==> src/rtl/writeback_stage.sv <==
// Writeback stage: round-robin arbiter between ALU and load results, a registered
// register-file write port, and a per-register pending-write scoreboard for RAW checks.
module writeback_stage #(
  parameter int DATA_W = 16,
  parameter int ADDR_W = 4
) (
  input  logic                     clk,
  input  logic                     rst,
  input  logic                     alu_valid,
  input  logic [ADDR_W-1:0]        alu_dest,
  input  logic [DATA_W-1:0]        alu_data,
  output logic                     alu_ready,
  input  logic                     ld_valid,
  input  logic [ADDR_W-1:0]        ld_dest,
  input  logic [DATA_W-1:0]        ld_data,
  output logic                     ld_ready,
  input  logic                     issue_en,
  input  logic [ADDR_W-1:0]        issue_dest,
  output logic                     reg_write_en,
  output logic [ADDR_W-1:0]        reg_write_dest,
  output logic [DATA_W-1:0]        reg_write_data,
  output logic [(2**ADDR_W)-1:0]   busy
);

  localparam int NREG = 2**ADDR_W;

  logic              r_prio;
  logic              r_wr_en;
  logic [ADDR_W-1:0] r_wr_dest;
  logic [DATA_W-1:0] r_wr_data;
  logic [NREG-1:0]   r_busy;

  logic              w_alu_grant;
  logic              w_ld_grant;
  logic              w_xfer;
  logic [ADDR_W-1:0] w_sel_dest;
  logic [DATA_W-1:0] w_sel_data;
  logic [NREG-1:0]   w_busy_next;

  // Grant: a lone requester always wins; under contention r_prio picks (0 = ALU, 1 = load).
  always_comb begin
    w_alu_grant = 1'b0;
    w_ld_grant  = 1'b0;
    if (rst && alu_valid && ld_valid) begin
      w_alu_grant = ~r_prio;
      w_ld_grant  = r_prio;
    end else if (rst) begin
      w_alu_grant = alu_valid;
      w_ld_grant  = ld_valid;
    end else begin
      w_alu_grant = 1'b0;
      w_ld_grant  = 1'b0;
    end
  end

  // Select the granted source's payload for the write register.
  always_comb begin
    w_sel_dest = alu_dest;
    w_sel_data = alu_data;
    if (w_ld_grant) begin
      w_sel_dest = ld_dest;
      w_sel_data = ld_data;
    end else begin
      w_sel_dest = alu_dest;
      w_sel_data = alu_data;
    end
  end

  assign w_xfer    = w_alu_grant | w_ld_grant;
  assign alu_ready = w_alu_grant;
  assign ld_ready  = w_ld_grant;

  // Scoreboard next state: clear for the committing write first, so a same-edge issue wins.
  always_comb begin
    w_busy_next = r_busy;
    if (r_wr_en) begin
      w_busy_next[r_wr_dest] = 1'b0;
    end else begin
      w_busy_next = r_busy;
    end
    if (issue_en) begin
      w_busy_next[issue_dest] = 1'b1;
    end else begin
      w_busy_next[issue_dest] = w_busy_next[issue_dest];
    end
  end

  // Write request register and round-robin pointer; dest/data hold on idle edges.
  always_ff @(posedge clk or negedge rst) begin
    if (!rst) begin
      r_prio    <= 1'b0;
      r_wr_en   <= 1'b0;
      r_wr_dest <= {ADDR_W{1'b0}};
      r_wr_data <= {DATA_W{1'b0}};
    end else if (w_xfer) begin
      r_prio    <= w_alu_grant;
      r_wr_en   <= 1'b1;
      r_wr_dest <= w_sel_dest;
      r_wr_data <= w_sel_data;
    end else begin
      r_wr_en   <= 1'b0;
    end
  end

  // Pending-write scoreboard register.
  always_ff @(posedge clk or negedge rst) begin
    if (!rst) begin
      r_busy <= {NREG{1'b0}};
    end else begin
      r_busy <= w_busy_next;
    end
  end

  assign reg_write_en   = r_wr_en;
  assign reg_write_dest = r_wr_dest;
  assign reg_write_data = r_wr_data;
  assign busy           = r_busy;

endmodule

==> config.mk <==
export PLATFORM = sky130hd
export DESIGN_NAME = writeback_stage
export DESIGN_NICKNAME = d
export VERILOG_FILES = /design/src/rtl/writeback_stage.sv
export SDC_FILE = /design/constraint.sdc
export NUM_CORES = 1
export LEC_CHECK = 0
export CAP_MARGIN = 40
export CORE_MARGIN = 4
export CORE_UTILIZATION = 38
export CTS_CLUSTER_DIAMETER = 40
export CTS_CLUSTER_SIZE = 24
export DETAILED_ROUTE_END_ITERATION = 6
export PLACE_DENSITY = 0.85
export SETUP_SLACK_MARGIN = 0.15
export SLEW_MARGIN = 25
export SYNTH_ARGS = -nofsm -noshare
export SYNTH_HDL_FRONTEND = slang
export SYNTH_SLANG_ARGS = --single-unit
==> constraint.sdc <==
create_clock -name clk -period 1.66 [get_ports clk]
set_input_delay 0.249 -clock clk [delete_from_list [all_inputs] [get_ports clk]]
set_output_delay 0.249 -clock clk [all_outputs]
set_load 0.01 [all_outputs]
==> flow_metrics.py, run 1 <==
metrics = {
    "outcome": {
        "run_status": "finished with violations",
        "violations": "negative setup slack",
    },
    "routing": {
        "wl_per_cell_um": 15.6,
        "avgViaCountPerCell": 5.28,
        "drc": 0,
        "drt_iter0_drc": 131,
        "drt-pass1-iter-count": 4,
        "totalWireLength_um": 6300,
        "via_count": 2133,
        "ant_nets": 0,
    },
    "timing": {
        "layout_setup_ws_ns": -0.232,
        "final_hold_viol_count": 0,
        "timing.clock.skew_ns": 0.00340,
        "timing.final.setup_violations": 16,
        "whs_ns": 0.0104,
        "final.min_clock_period_ns": 1.89,
        "clock.fmax_mhz": 529,
        "unrepaired_setup_endpoints_after_global_routing": "yes",
        "slew_viol_final": 0,
        "finalCritPeriodShare": 1.14,
        "slew_headroom": 0.671,
        "timing_worst_slew_pin_value_ns": 0.492,
    },
    "final_layout": {
        "post_route_cells_drive_above_1_share": 0.210,
        "finish.net_count": 383,
        "antenna-diode-count": 0,
        "final_area_um2": 3420,
        "area.growth.synth_to_final_pct": 70.2,
        "postLayoutCoreUtil": 0.671,
    },
    "place": {
        "dpl.hpwl_um": 4730,
        "gp_routability_congestion": 0.934,
        "placement.cell_area_um2": 3240,
        "dpl_worst_slack_ns": -0.273,
        "io_buffer_count": 87,
    },
    "die": {
        "dieHeight_um": 80.8,
        "rows": 26,
        "floorplan.die.width_um": 80.8,
        "fp.dieArea_um2": 6520,
        "coreArea_um2": 5110,
        "io_pins": 88,
        "initial_utilization": 0.394,
    },
    "synthesis": {
        "synth_edf_count": 0,
        "synthesis.area_per_instance_um2": 9.72,
        "post_synthesis_instance_area_um2": 2010,
        "synth_cells": 207,
        "sequential_area_share_after_synthesis": 0.473,
        "synth_top_cells_by_area": "sky130_fd_sc_hd__dfrtp_1 47%, sky130_fd_sc_hd__mux2i_1 12%, sky130_fd_sc_hd__o21ai_0 9.7%",
        "ys_dominant_reg_cell": "sky130_fd_sc_hd__dfrtp_1",
        "synth_top_cell_by_area": "sky130_fd_sc_hd__dfrtp_1",
        "yosys_top_cell_area_share": 0.473,
        "synth_warnings": 0,
        "post_syn_nets": 256,
        "ys_seq_elements": 38,
        "ys_async_sr_fraction": 1.00,
        "ys_types": 31,
    },
    "critical_path": {
        "worst_r2r_startpoint": "reg_write_dest[2]",
        "critical_path_class": "reg2reg",
        "startpoint_type": "flip-flop",
        "worstRegToRegCells": 7,
        "endpoint_kind": "flip-flop",
        "critical_path_required_ns": 1.84,
        "critical_path.reg2reg.endpoint": "busy[8]",
        "critical_path_peak_fanout": 8,
        "arrival_ns": 2.07,
        "ff2ff_setup_slack_ns": -0.23,
    },
    "flow_run": {
        "max_cap_viol_count": 0,
    },
    "pwr": {
        "power.clock.fraction": 0.182,
        "irDropWorstVdd_uv": 502,
        "comb_power_share": 0.436,
        "pwr_density_cell_nw_per_um2": 972,
        "switching_power_w": 0.00108,
        "p_total_w": 0.00333,
        "power.sequential.fraction": 0.382,
        "sw_frac_of_total": 0.326,
        "p_int_w": 0.00225,
        "static-leakage-power_nw": 1.41,
    },
    "clocking": {
        "clockRootBuffer": "sky130_fd_sc_hd__clkbuf_8",
        "cts_buffers": 5,
        "cts_max_path_buffers": 2,
        "htreeDepth": 2,
        "clk_pin_slew_ns": 0.07,
        "cts_tree": "done",
        "insertion_delay_ns": 0.29,
        "cts.sink_count": 38,
    },
    "global_routing": {
        "grt_start_max_net_pins": 42,
        "grt_pass1_wl_um": 9930,
        "number_of_global_route_vias_before_repair": 2185,
        "grt_util_all_layers": 0.198,
        "initial_antenna_violation_count": 0,
        "grt_total_ovfl": 0,
    },
    "hold_path": {
        "worst_hold_path_type": "in2async",
    },
}
==> worst max-delay path, stage by stage, from the launching register on <==
cell                       delay (ns)
sky130_fd_sc_hd__dfrtp_1         0.42
sky130_fd_sc_hd__nand3b_1        0.29
sky130_fd_sc_hd__o21ai_2         0.21
sky130_fd_sc_hd__mux2i_1         0.10
sky130_fd_sc_hd__o21ai_1         0.18
sky130_fd_sc_hd__nor3_2          0.05
sky130_fd_sc_hd__buf_4           0.16
sky130_fd_sc_hd__o41a_1          0.36
==> state kept, by name, indices dropped and copies added, names as in the netlist <==
| name | flops |
|---|---|
| busy | 16 |
| reg_write_data | 16 |
| reg_write_en | 1 |
| reg_write_dest | 4 |
| r_prio | 1 |
==> timing repair <==
action / 4_1_cts / 5_1_grt
hold buffers: 1 / 0
gates cloned: 0 / 1
resized for setup: 16 / 15
buffers inserted: 3 / 1
endpoints found under the hold margin: 12 / 0
endpoints found under the setup margin: 23 / 38
pin swaps: 9 / 7
==> per-stage QoR <==
stage | std cells | TNS [ns]
global placement | 391 | -4.49
detailed placement | 391 | -5.38
finish | 404 | -3.26
global route | 404 | -4.81
CTS | 402 | -3.19
floorplan | 207 | -1.22
==> power by group through the flow <==
stage	clock network, W	logic [W]	registers [W]
final	0.000606	0.00145	0.00127
after global placement	0	0.00138	0.00128
after floorplan	0	0.000468	0.00136
after detailed placement	0	0.00141	0.00128
after global routing	0.000675	0.00157	0.00130
after CTS	0.000629	0.00143	0.00127
==> cells by family (layout without fill, tap and decap cells) <==
group | count (synthesis) | in the layout | synth area share
compound gates | 73 | 73 | 0.236
flops | 38 | 38 | 0.473
buf+inv | 13 | 140 | 0.0261
simple gates | 58 | 58 | 0.141
mux | 25 | 25 | 0.124
==> synthesized netlist by cell type, drive strengths merged (2+ instances only) <==
cell and count:
a21oi 2, a22oi 2, a32oi 5, buf 3, clkbuf 8, dfrtp 38
inv 2, mux2i 25, nand2 31, nand2b 7, nand3 3, nand3b 2
nor2 4, nor2b 4, nor3 3, o2111ai 2, o211ai 2, o21ai 47
o41a 8, or2 3
==> how the worst max path moves through the flow <==
stage | cells after the start | endpoint | startpoint | slack [ns]
floorplan | 6 | busy[3] | reg_write_dest[2] | -0.12
global placement | 6 | busy[3] | reg_write_dest[2] | -0.23
detailed placement | 6 | busy[6] | reg_write_dest[2] | -0.27
CTS | 6 | busy[6] | reg_write_dest[2] | -0.23
global route | 7 | busy[12] | reg_write_dest[2] | -0.33
finish | 7 | busy[8] | reg_write_dest[2] | -0.23
==> per-layer routing <==
metal	vias to the layer above	track usage	part of all wire
met5	-	0	0
met2	97	0.347	0.51
met4	0	0.0777	0.022
met1	1006	0.230	0.38
met3	13	0.0554	0.089
li1	1017	-	-
==> area by class of cell <==
cell class | instances | area (um^2)
Inverter | 2 | 7.51
Sequential cell | 38 | 951
Clock inverter | 2 | 10.0
Multi-Input combinational cell | 156 | 1060
Timing Repair Buffer | 131 | 1240
Tap cell | 70 | 87.6
Fill cell | 406 | 1680
Clock buffer | 5 | 68.8
==> cells in the final DEF, fill, tap and decap left out, types with 2 or more instances in the layout <==
cell and instances:
sky130_fd_sc_hd__clkdlybuf4s50_1 75, sky130_fd_sc_hd__buf_4 40, sky130_fd_sc_hd__dfrtp_1 38, sky130_fd_sc_hd__o21ai_0 36, sky130_fd_sc_hd__nand2_1 31, sky130_fd_sc_hd__mux2i_1 24, sky130_fd_sc_hd__o41a_1 8, sky130_fd_sc_hd__o21ai_1 7
sky130_fd_sc_hd__nand2b_1 7, sky130_fd_sc_hd__clkbuf_8 5, sky130_fd_sc_hd__nor2_1 4, sky130_fd_sc_hd__o21ai_2 4, sky130_fd_sc_hd__a32oi_1 4, sky130_fd_sc_hd__nor2b_1 4, sky130_fd_sc_hd__dlymetal6s2s_1 4, sky130_fd_sc_hd__nand3b_1 2
sky130_fd_sc_hd__nor3_2 2, sky130_fd_sc_hd__nand3_1 2, sky130_fd_sc_hd__o211ai_1 2, sky130_fd_sc_hd__o2111ai_1 2, sky130_fd_sc_hd__inv_1 2, sky130_fd_sc_hd__clkinv_2 2, sky130_fd_sc_hd__clkdlybuf4s15_1 2, sky130_fd_sc_hd__clkbuf_2 2
sky130_fd_sc_hd__dlygate4sd2_1 2, sky130_fd_sc_hd__buf_12 2
No activity file was read; power rests on OpenSTA's default activity.
==> run 2, diff against run 1 <==
--- a/config.mk
+++ b/config.mk
@@ -9,11 +9,11 @@
 export CORE_MARGIN = 4
 export CORE_UTILIZATION = 38
 export CTS_CLUSTER_DIAMETER = 40
-export CTS_CLUSTER_SIZE = 24
+export CTS_CLUSTER_SIZE = 30
 export DETAILED_ROUTE_END_ITERATION = 6
 export PLACE_DENSITY = 0.85
 export SETUP_SLACK_MARGIN = 0.15
-export SLEW_MARGIN = 25
+export SLEW_MARGIN = 5
 export SYNTH_ARGS = -nofsm -noshare
 export SYNTH_HDL_FRONTEND = slang
 export SYNTH_SLANG_ARGS = --single-unit
==> results of run 2 <==
No change in the layout: final DEF, timing and power equal those of run 1.
